**config.mk**
```make
export PLATFORM = sky130hd
export DESIGN_NAME = calc_nport
export DESIGN_NICKNAME = d
export VERILOG_FILES = /design/src/rtl/calc_pkg.sv /design/src/rtl/calc_alu.sv /design/src/rtl/calc_nport.sv
export SDC_FILE = /design/constraint.sdc
export NUM_CORES = 1
export LEC_CHECK = 0
export ABC_AREA = 1
export CORE_ASPECT_RATIO = 0.5
export CORE_MARGIN = 2
export CORE_UTILIZATION = 57
export CTS_CLUSTER_SIZE = 12
export DETAILED_ROUTE_END_ITERATION = 8
export MAX_ROUTING_LAYER = met4
export PLACE_DENSITY = 0.79
export SLEW_MARGIN = 20
export SYNTH_ARGS = -nofsm -noshare
export SYNTH_HDL_FRONTEND = slang
export SYNTH_HIERARCHICAL = 1
export SYNTH_SLANG_ARGS = --single-unit
```
**constraint.sdc**
```tcl
create_clock -name c_clk -period 5.25 [get_ports c_clk]
set_input_delay 1.05 -clock c_clk [delete_from_list [all_inputs] [get_ports c_clk]]
set_output_delay 1.05 -clock c_clk [all_outputs]
set_load 0.1 [all_outputs]
```
**src/rtl/calc_pkg.sv**
```systemverilog
// calc_pkg: command codes, response codes and per-port state encoding
// shared by the calc_nport request/response calculator and its ALU.
package calc_pkg;

  localparam logic [3:0] CMD_NOP = 4'd0;
  localparam logic [3:0] CMD_ADD = 4'd1;
  localparam logic [3:0] CMD_SUB = 4'd2;
  localparam logic [3:0] CMD_SHL = 4'd5;
  localparam logic [3:0] CMD_SHR = 4'd6;

  localparam logic [1:0] RESP_NONE = 2'd0;
  localparam logic [1:0] RESP_OK   = 2'd1;
  localparam logic [1:0] RESP_ERR  = 2'd2;

  typedef enum logic [1:0] {
    ST_IDLE = 2'd0,
    ST_OP2  = 2'd1,
    ST_WAIT = 2'd2
  } port_state_t;

endpackage

```
**src/rtl/calc_alu.sv**
```systemverilog
// calc_alu: combinational ALU shared by all ports of calc_nport.
// Optional feature macro: CALC_SHIFT_EN enables the shift commands; without
// it the shift codes fall into the invalid-command path and no shifter exists.
module calc_alu
  import calc_pkg::*;
#(
  parameter int DATA_W = 32
) (
  input  logic [3:0]        cmd,
  input  logic [DATA_W-1:0] op1,
  input  logic [DATA_W-1:0] op2,
  output logic [1:0]        resp,
  output logic [DATA_W-1:0] data
);

`ifdef CALC_SHIFT_EN
  localparam int SH_W = $clog2(DATA_W);
`endif

  logic [DATA_W:0] sum;

  // Decode the command; anything not explicitly handled reports an error with zero data.
  always_comb begin
    resp = RESP_ERR;
    data = '0;
    sum  = {1'b0, op1} + {1'b0, op2};
    case (cmd)
      CMD_ADD: begin
        if (!sum[DATA_W]) begin
          resp = RESP_OK;
          data = sum[DATA_W-1:0];
        end
      end
      CMD_SUB: begin
        if (op2 <= op1) begin
          resp = RESP_OK;
          data = op1 - op2;
        end
      end
`ifdef CALC_SHIFT_EN
      CMD_SHL: begin
        resp = RESP_OK;
        data = op1 << op2[SH_W-1:0];
      end
      CMD_SHR: begin
        resp = RESP_OK;
        data = op1 >> op2[SH_W-1:0];
      end
`endif
      default: begin
        resp = RESP_ERR;
        data = '0;
      end
    endcase
  end

endmodule

```
**src/rtl/calc_nport.sv**
```systemverilog
// calc_nport: N independent two-cycle request ports sharing one ALU through
// a round-robin arbiter; each result is registered and shown for one cycle.
// Optional feature macro: CALC_SHIFT_EN (passed through to calc_alu).
module calc_nport
  import calc_pkg::*;
#(
  parameter int N_PORTS = 4,
  parameter int DATA_W  = 32
) (
  input  logic                        c_clk,
  input  logic                        reset,
  input  logic [N_PORTS*4-1:0]        req_cmd_in,
  input  logic [N_PORTS*DATA_W-1:0]   req_data_in,
  output logic [N_PORTS*2-1:0]        out_resp,
  output logic [N_PORTS*DATA_W-1:0]   out_data
);

  localparam int PTR_W = (N_PORTS > 1) ? $clog2(N_PORTS) : 1;

  port_state_t       state_q [N_PORTS];
  port_state_t       state_d [N_PORTS];
  logic [3:0]        cmd_q   [N_PORTS];
  logic [DATA_W-1:0] op1_q   [N_PORTS];
  logic [DATA_W-1:0] op2_q   [N_PORTS];
  logic [1:0]        resp_q  [N_PORTS];
  logic [DATA_W-1:0] data_q  [N_PORTS];

  logic [PTR_W-1:0]  rr_ptr;
  logic [PTR_W-1:0]  grant_idx;
  logic [PTR_W-1:0]  cand;
  logic              grant_valid;
  logic [1:0]        alu_resp;
  logic [DATA_W-1:0] alu_data;

  // Round-robin pick of one waiting port, searching upward from rr_ptr.
  always_comb begin
    grant_valid = 1'b0;
    grant_idx   = '0;
    cand        = '0;
    for (int i = 0; i < N_PORTS; i++) begin
      cand = PTR_W'((int'(rr_ptr) + i) % N_PORTS);
      if (!grant_valid && state_q[cand] == ST_WAIT) begin
        grant_valid = 1'b1;
        grant_idx   = cand;
      end
    end
  end

  // Per-port next state: capture op1, then op2, then wait for an ALU grant.
  always_comb begin
    for (int p = 0; p < N_PORTS; p++) begin
      state_d[p] = state_q[p];
      case (state_q[p])
        ST_IDLE: if (req_cmd_in[4*p +: 4] != CMD_NOP) state_d[p] = ST_OP2;
        ST_OP2:  state_d[p] = ST_WAIT;
        ST_WAIT: if (grant_valid && grant_idx == PTR_W'(p)) state_d[p] = ST_IDLE;
        default: state_d[p] = ST_IDLE;
      endcase
    end
  end

  // Port state register.
  always_ff @(posedge c_clk) begin
    for (int p = 0; p < N_PORTS; p++) begin
      if (reset) state_q[p] <= ST_IDLE;
      else       state_q[p] <= state_d[p];
    end
  end

  calc_alu #(.DATA_W(DATA_W)) u_alu (
    .cmd  (cmd_q[grant_idx]),
    .op1  (op1_q[grant_idx]),
    .op2  (op2_q[grant_idx]),
    .resp (alu_resp),
    .data (alu_data)
  );

  // Operand capture, arbiter pointer and registered one-cycle responses.
  always_ff @(posedge c_clk) begin
    if (reset) begin
      rr_ptr <= '0;
      for (int p = 0; p < N_PORTS; p++) begin
        cmd_q[p]  <= CMD_NOP;
        op1_q[p]  <= '0;
        op2_q[p]  <= '0;
        resp_q[p] <= RESP_NONE;
        data_q[p] <= '0;
      end
    end else begin
      if (grant_valid) begin
        rr_ptr <= (grant_idx == PTR_W'(N_PORTS - 1)) ? '0 : grant_idx + PTR_W'(1);
      end
      for (int p = 0; p < N_PORTS; p++) begin
        if (state_q[p] == ST_IDLE && req_cmd_in[4*p +: 4] != CMD_NOP) begin
          cmd_q[p] <= req_cmd_in[4*p +: 4];
          op1_q[p] <= req_data_in[DATA_W*p +: DATA_W];
        end
        if (state_q[p] == ST_OP2) begin
          op2_q[p] <= req_data_in[DATA_W*p +: DATA_W];
        end
        if (grant_valid && grant_idx == PTR_W'(p)) begin
          resp_q[p] <= alu_resp;
          data_q[p] <= alu_data;
        end else begin
          resp_q[p] <= RESP_NONE;
          data_q[p] <= '0;
        end
      end
    end
  end

  for (genvar p = 0; p < N_PORTS; p++) begin : g_pack
    assign out_resp[2*p +: 2]           = resp_q[p];
    assign out_data[DATA_W*p +: DATA_W] = data_q[p];
  end

endmodule

```
# == Word level (Yosys, flattened, before mapping) ==
# Memories as Yosys holds them, arrays and structs flattened. A register that Yosys moved wholly into a read port is not among the register bits.
# Index checks and enable logic that the tools add are counted.
# word_totals
register_bits,2
latchBits,0
ram_bits,416
romBits,0
output_inout_bits,136
n_memories,6
# op_classes
addsub,6
mul,0
n_div,0
magnitude_cmp,1
eq_ne,17
shifts,0
mux,112
bitwise_logic,32
reduce_logical,23
# memory_table
name,words,width,rd,rd_clocked_by_memory_dff,write_ports,line,rtl
data_q,4,32,4,0,4,calc_nport.sv:26,logic [DATA_W-1:0] data_q [N_PORTS];
op1_q,4,32,1,0,4,calc_nport.sv:23,logic [DATA_W-1:0] op1_q [N_PORTS];
op2_q,4,32,1,0,4,calc_nport.sv:24,logic [DATA_W-1:0] op2_q [N_PORTS];
cmd_q,4,4,1,0,4,calc_nport.sv:22,logic [3:0] cmd_q [N_PORTS];
resp_q,4,2,4,0,4,calc_nport.sv:25,logic [1:0] resp_q [N_PORTS];
state_q,4,2,8,1,4,calc_nport.sv:20,port_state_t state_q [N_PORTS];
# ops
op,n
32-bit two-way mux,18
32-bit one-hot mux with 2 select lines,1
2-bit two-way mux,29
1-bit two-way mux,55
32-bit by 32-bit adder with 33-bit output,1
32-bit less-or-equal comparator,1
1-bit OR,32
32-bit subtractor,1
2-bit one-hot mux with 3 select lines,4
"2-bit == test, second input constant",10
4-bit two-way mux,4
4-bit nonzero test,4
1-bit logical AND,11
"2-bit by 1-bit == test with 1-bit output, second input constant",5
2-bit logical NOT,5
"2-bit by 1-bit adder with 2-bit output, second input constant",2
"2-bit adder, second input constant",2
"4-bit by 1-bit == test with 1-bit output, second input constant",1
"4-bit by 2-bit == test with 1-bit output, second input constant",1
2-bit one-hot mux with 2 select lines,1
1-bit logical NOT,3

# == Logic depth before layout (Yosys ltp) ==
# logic_depth
word_depth,18
mapped_depth,36
mapped_depth_nobuf,33

# == By module ==
# Netlist, hierarchy kept.
# by_module_without_submodules
mod,instances,cells_each,area_each_um2,seq_area_each_um2
calc_nport,1,1855,18730.5,12492.0
calc_alu,1,1129,5514.0,0.0

# == Least setup slack after synthesis ==
# OpenSTA, ideal clock, no wires.
# synth_path
kind,reg2reg
from,register rr_ptr[0]
to,"memory data_q[0][5], data pin"
t_arrival_ps,3420
setup_slack_ps,1574
stages_incl_launch_ff,34
path_buffers,5
period_less_slack_ps,3676
path_cell_list,dfxtp_1 buf_6 inv_6 nand2_2 nand2_4 inv_2 nand2_2 nand2_4 nor2_8 nand4_2 buf_6 buf_6 buf_6 nand3b_1 nand3_1 nand2_1 ha_1 inv_1 fa_1 nor2_1 nand2_1 nand3_2 nand2_1 nand2_1 nand2_1 nand2_2 nand2_2 nand2_2 nand2_4 buf_6 nand2_1 o21ai_0 inv_1 nor2_1
# synth_lines
item,line,rtl
from (decl),calc_nport.sv:28,logic [PTR_W-1:0] rr_ptr;
from (signal assigned),calc_nport.sv:91,rr_ptr <= (grant_idx == PTR_W'(N_PORTS - 1)) ? '0 : grant_idx + PTR_W'(1);
to (decl),calc_nport.sv:26,

==> results_tabular.tex <==
\begin{tabular}{lr}
\hline
Metric & Value \\
\hline
\multicolumn{2}{l}{\textbf{Run status}} \\
\quad Status & finished clean \\
\multicolumn{2}{l}{\textbf{CTS}} \\
\quad Buffers from clock root to sink, at most & 3 \\
\quad Insertion delay to the later sink of the worst-skew pair & 0.58 ns \\
\quad Buffers inserted during post-CTS setup optimization & 0 \\
\quad Root buffer cell & sky130\_fd\_sc\_hd\_\_clkbuf\_16 \\
\quad CTS Buf Count & 41 \\
\quad Worst-path clk slew & 0.06 ns \\
\quad Total number of clock tree sinks & 420 \\
\quad H-Tree Level Count & 2 \\
\quad Clock tree from TritonCTS & built \\
\quad Hold bufs inserted after CTS & 0 \\
\multicolumn{2}{l}{\textbf{Setup path}} \\
\quad Library cell appearing most often on the critical path & sky130\_fd\_sc\_hd\_\_nand2\_1 \\
\quad Worst reg-to-reg setup slack & 0.33 ns \\
\quad Number of cells on the critical path & 26 \\
\quad Reg2Reg Depth & 26 \\
\quad Worst-path cell with the longest stage delay & sky130\_fd\_sc\_hd\_\_ha\_1 \\
\quad Destination of the worst register-to-register timing path & data\_q[3][26]\$\_SDFFCE\_PP0P\_ \\
\quad Data arrival, critical path & 5.22 ns \\
\quad Crit path capture & data\_q[3][26]\$\_SDFFCE\_PP0P\_ \\
\quad Launch point of the worst reg-to-reg path & state\_q[1][0]\$\_SDFFE\_PP0P\_ \\
\quad Critical setup path kind & reg2reg \\
\quad Peak fanout along the critical path & 50 \\
\quad Combined buffer and inverter count along the critical path & 5 \\
\quad Critical path's top delay family & simple AND/OR/NAND/NOR gates \\
\quad Worst setup EP type & flop \\
\quad Delay of the slowest critical-path stage & 0.52 ns \\
\quad Crit path from & state\_q[1][0]\$\_SDFFE\_PP0P\_ \\
\quad Endpoint required time on the critical path & 5.55 ns \\
\quad Critical path startpoint category & flop \\
\multicolumn{2}{l}{\textbf{Floorplanning}} \\
\quad Starting Density & 57.8\% \\
\quad Placeable core area & 0.0420 mm2 \\
\quad I/O pin cnt & 282 \\
\quad Chip width & 296 um \\
\quad Die Y-Extent & 150 um \\
\quad Total die area & 0.0443 mm2 \\
\quad Site row count & 53 \\
\multicolumn{2}{l}{\textbf{STA}} \\
\quad Number of pins with negative max-slew slack in the final report & 0 \\
\quad Time the final worst path needs with I/O delays and setup & 4.92 ns \\
\quad Period utilization & 93.7\% \\
\quad Setup TNS & 0 ns \\
\quad Least-Margin Pin Slew & 1.19 ns \\
\quad Setup skew after layout & 0.0318 ns \\
\quad Highest attainable clock frequency & 203 MHz \\
\quad Final Hold Fails & 0 \\
\quad Relative max-transition margin & 19.8\% \\
\quad Total of endpoints with negative setup slack in the final report & 0 \\
\quad RSZ-0062 raised after global routing & no \\
\multicolumn{2}{l}{\textbf{Min path}} \\
\quad Hold/Removal Path Class & reg2reg \\
\multicolumn{2}{l}{\textbf{Detailed routing}} \\
\quad Total met3 wirelength after detailed routing & 7.09 mm \\
\quad Wire length on met1 & 32.9 mm \\
\quad Vias & 21000 \\
\quad Detailed-route DRC error count & 0 \\
\quad Top Metal Used & met4 \\
\quad Number of antenna-violating nets in the routed design & 0 \\
\quad Via density & 5.31 \\
\quad First-pass iteration count of the detailed router & 6 \\
\quad Total wire length after detailed routing & 76.8 mm \\
\quad Met2 Routed Length & 34.9 mm \\
\quad Per-cell routed wire length & 19.4 um \\
\quad 1st-iter DRT viols & 2285 \\
\multicolumn{2}{l}{\textbf{Final layout}} \\
\quad Number of fill cells in the layout & 3372 \\
\quad Share of cells above drive strength 1 & 5.12\% \\
\quad Number of nets at the end of the flow & 3591 \\
\quad Antenna Diode Count & 0 \\
\quad Area of the multi-input gates & 0.00961 mm2 \\
\quad Commonest non-fill, non-tap cells in the layout & 816 x sky130\_fd\_sc\_hd\_\_nand2\_1, 512 x sky130\_fd\_sc\_hd\_\_nor2\_1, 509 x sky130\_fd\_sc\_hd\_\_inv\_1 \\
\quad Area delta synth->final & 20.6\% \\
\quad Total area of sequential cells & 0.0125 mm2 \\
\quad Most frequent standard cell in the layout excluding fill and tap cells & sky130\_fd\_sc\_hd\_\_nand2\_1 \\
\multicolumn{2}{l}{\textbf{Run}} \\
\quad Number of max-cap violations & 0 \\
\multicolumn{2}{l}{\textbf{Global route}} \\
\quad Antenna violations before repair & 0 \\
\quad Largest net degree at the start of global routing & 73 \\
\quad Vias in the first global route & 20000 \\
\quad GRT Total Usage & 36.1\% \\
\quad Global-route wire length before repair & 115 mm \\
\quad GR Overflow Total & 0 \\
\multicolumn{2}{l}{\textbf{Synthesis}} \\
\quad Most frequently used flop master after synthesis & sky130\_fd\_sc\_hd\_\_edfxtp\_1 \\
\quad Mean instance size in the synthesized netlist & 8.12 um2 \\
\quad Number of distinct library cells after synthesis & 41 \\
\quad Number of instances in the synthesized netlist & 2984 \\
\quad FFs w/ async S/R, synth & 0\% \\
\quad Register area share after synthesis & 51.5\% \\
\quad Synth Register Bits & 420 \\
\quad Syn. warnings & 6 \\
\quad Post-Synthesis Cell Area & 0.0242 mm2 \\
\quad Number of synthesized flops with an enable pin & 408 \\
\multicolumn{2}{l}{\textbf{Place}} \\
\quad Final HPWL from detailed placement & 58.0 mm \\
\quad Gp weighted congestion & 1.07 \\
\quad Number of port buffers & 281 \\
\hline
\end{tabular}
state kept, by name, indices dropped and copies added (netlist names), named ones only:
register  flops
resp_q        8
op2_q       128
op1_q       128
data_q      128
cmd_q        16
state_q       8
rr_ptr        2
worst reg2reg max path: stages, from the launching register on:
cell and delay [ns]:
sky130_fd_sc_hd__dfxtp_1 0.40, sky130_fd_sc_hd__inv_1 0.16, sky130_fd_sc_hd__nand2_1 0.09, sky130_fd_sc_hd__nand2_1 0.05, sky130_fd_sc_hd__nand3_1 0.07, sky130_fd_sc_hd__nand2_1 0.17
sky130_fd_sc_hd__nor2_8 0.18, sky130_fd_sc_hd__nand4_4 0.16, sky130_fd_sc_hd__nand2_4 0.21, sky130_fd_sc_hd__buf_12 0.27, sky130_fd_sc_hd__nand2_1 0.11, sky130_fd_sc_hd__nand2_1 0.13
sky130_fd_sc_hd__nand2_1 0.06, sky130_fd_sc_hd__nand2_1 0.22, sky130_fd_sc_hd__inv_1 0.08, sky130_fd_sc_hd__ha_1 0.52, sky130_fd_sc_hd__nand2_1 0.22, sky130_fd_sc_hd__nor2_1 0.19
sky130_fd_sc_hd__inv_1 0.12, sky130_fd_sc_hd__nor3_1 0.47, sky130_fd_sc_hd__nand3_1 0.28, sky130_fd_sc_hd__nand4_1 0.15, sky130_fd_sc_hd__nand2_1 0.06, sky130_fd_sc_hd__nand2_1 0.06
sky130_fd_sc_hd__nand2_1 0.05, sky130_fd_sc_hd__inv_1 0.11, sky130_fd_sc_hd__nor2_1 0.07
metal layers:
layer | vias up | track usage (%)
met5 | - | -
met4 | 0 | 9.37
met3 | 139 | 6.56
met2 | 1083 | 55.8
met1 | 9835 | 49.4
li1 | 9950 | -
synth_stat cells, drive strengths merged, types with 30 or more instances:
master	number	area [um2]
a21oi	50	254
buf	82	568
clkbuf	35	131
edfxtp	408	12300
ha	68	851
inv	521	1960
nand2	836	3210
nand3	236	1210
nand3b	74	556
nor2	520	2000
o21ai	49	320
xor2	30	263
worst min path at each step:
stage | start | end | slack [ns] | cells after the start
final | state_q[3][1]$_SDFFE_PP0P_ | state_q[3][1]$_SDFFE_PP0P_ | 0.54 | 2
after global routing | state_q[3][1]$_SDFFE_PP0P_ | state_q[3][1]$_SDFFE_PP0P_ | 0.58 | 2
after CTS | state_q[3][1]$_SDFFE_PP0P_ | state_q[3][1]$_SDFFE_PP0P_ | 0.54 | 2
after detailed placement | state_q[3][1]$_SDFFE_PP0P_ | state_q[3][1]$_SDFFE_PP0P_ | 0.53 | 2
after global placement | state_q[3][1]$_SDFFE_PP0P_ | state_q[3][1]$_SDFFE_PP0P_ | 0.52 | 2
after floorplan | state_q[3][1]$_SDFFE_PP0P_ | state_q[3][1]$_SDFFE_PP0P_ | 0.49 | 2
stage by stage:
| stage | hold WS (ns) | cells | util, % | instance area (um2) | worst slack (ns) |
|---|---|---|---|---|---|
| after floorplan | 0.489 | 3119 | - | 24800 | 1.57 |
| after global placement | 0.524 | 3909 | 66.9 | 28100 | 0.527 |
| after CTS | 0.537 | 3959 | 69.7 | 29200 | 0.497 |
| after global routing | 0.584 | 3959 | 69.7 | 29200 | 0.0177 |
| final | 0.538 | 3959 | 69.7 | 29200 | 0.329 |
| after detailed placement | 0.530 | 3909 | 66.9 | 28100 | 0.515 |
kinds of logic (layout without fill, tap and decap cells):
| kind of cell | Yosys count | in the layout | share of synthesized area, % |
|---|---|---|---|
| and+or+nand+nor | 1709 | 1709 | 29.9 |
| buffers and inverters | 643 | 906 | 11.0 |
| AOI/OAI and AO/OA | 111 | 111 | 2.78 |
| xor gates and xnor gates | 30 | 30 | 1.08 |
| DFF | 420 | 420 | 51.5 |
| adders and majority gates | 70 | 70 | 3.67 |
| other | 1 | 136 | 0.0155 |
timing repair:
item	CTS	global route
gates resized for setup	0	3
endpoints found under the hold margin	0	0
setup endpoints to repair	0	109
final cells by class:
cell class / count / share of cell area [%]
Clock buffer: 45 / 3.63
Tap cell: 577 / 2.47
Multi-Input combinational cell: 2056 / 32.9
Inverter: 526 / 6.77
Sequential cell: 420 / 42.7
Clock inverter: 5 / 0.257
Timing Repair Buffer: 330 / 11.3
Power is left out: the tool's default activity adds up to more than one toggle a clock period on the data nets, which glitch-free logic cannot reach.
==> patch, RTL diff (config.mk and constraints unchanged) <==
`DATA_W` is set to 32 in 2 places; all go to 24.
--- a/src/rtl/calc_alu.sv
+++ b/src/rtl/calc_alu.sv
@@ -6,3 +6,3 @@
 #(
-  parameter int DATA_W = 32
+  parameter int DATA_W = 24
 ) (
--- a/src/rtl/calc_nport.sv
+++ b/src/rtl/calc_nport.sv
@@ -7,3 +7,3 @@
   parameter int N_PORTS = 4,
-  parameter int DATA_W  = 32
+  parameter int DATA_W  = 24
 ) (
Interface: changed (resized out_data and req_data_in); port bits go from 282 to 218. No check against the original RTL was run, so the function may have changed too.
==> patch against the original RTL <==
  * Worst setup slack improved by 0.11 ns
  * Clock skew down 0.020 ns
  * Fmax grew 2.2%
  * Highest routed layer unchanged
  * Routed wire length down 33%
  * Sequential cell count down 96
  * First-iteration DRC count down 18%
  * Non-clock buffer count shrank 75
  * Cell area shrank 24%
  * Synthesized area is 25% lower
  * Critical path type unchanged
  * Critical endpoint is now data_q[2][1]
Power is left out: the tool's default activity adds up to more than one toggle a clock period on the data nets, which glitch-free logic cannot reach.
==> patch: results (changes against the original RTL) <==
- Global-route wire length before repair: 79.7 mm (was 115 mm)
- Final wirelength: 51.1 mm (was 76.8 mm)
- WL met3: 5.16 mm (was 7.09 mm)
- Tot GR Track Use: 32.0% (was 36.1%)
- Gp weighted congestion: 1.05 (was 1.07)
- Met2 WL: 22.2 mm (was 34.9 mm)
- Vias in the first global route: 14,565 (was 19,970)
- Layout cells sized above 1: 6.07% (was 5.12%)
- Filler instances: 2,541 (was 3,372)
- Met3 Usage GRT: 4.53% (was 6.56%)
- Slowest-stage cell, CP: dfxtp_1 (was ha_1)
- Register area share after synthesis: 52.7% (was 51.5%)
- Synth Area in Compound Gates: 2.12% (was 2.78%)
- Met2 usage: 48.6% (was 55.8%)
- Clock skew: 0.0118 ns (was 0.0318 ns)
- H-tree depth: 1 (was 2)
- TritonCTS buffer count: 31 (was 41)
- CP Data Arrival Time: 5.12 ns (was 5.22 ns)
- Initial antenna violation count: 1 (was 0)
- Placed insts: 2,933 (was 3,909)
- Worst path max stage delay: 0.58 ns (was 0.52 ns)
- Largest regs: data_q x96, op1_q x96, op2_q x96 (was data_q x128, op1_q x128, op2_q x128)
- Pin count of the biggest net entering global routing: 105 (was 73)
- Post-synth EDFFs: 312 (was 408)
- Via count: 15,634 (was 21,007)
- Status: completed (unchanged)
==> patch: cell types whose count changed after synthesis, sizes merged, moves of 8 or more <==
cell / change
a21oi: -20
buf: -8
clkbuf: -25
edfxtp: -96
ha: -16
inv: -187
nand2: -121
nand3: -40
nand3b: -72
nor2: -121
o21ai: -19
xor2: -8
==> patch: cell type report <==
class                           count  area [sq um]  area share (%)
Antenna cell                        1          2.50          0.0113
Inverter                          335          1260            5.70
Sequential cell                   324          9610            43.5
Timing Repair Buffer              255          2510            11.4
Tap cell                          432           541            2.45
Clock inverter                      3          32.5           0.147
Multi-Input combinational cell   1591          7300            33.0
Clock buffer                       47           836            3.78
==> patch: final timing paths <==
path | start | to | slack [ns] | cells past startpoint
worst max register to register | rr_ptr[0] | data_q[2][1] | 0.44 | 27
worst max-delay path | rr_ptr[0] | data_q[2][1] | 0.44 | 27
worst min-delay path | state_q[2][1] | state_q[2][1] | 0.56 | 2
worst min register to register | state_q[2][1] | state_q[2][1] | 0.56 | 2
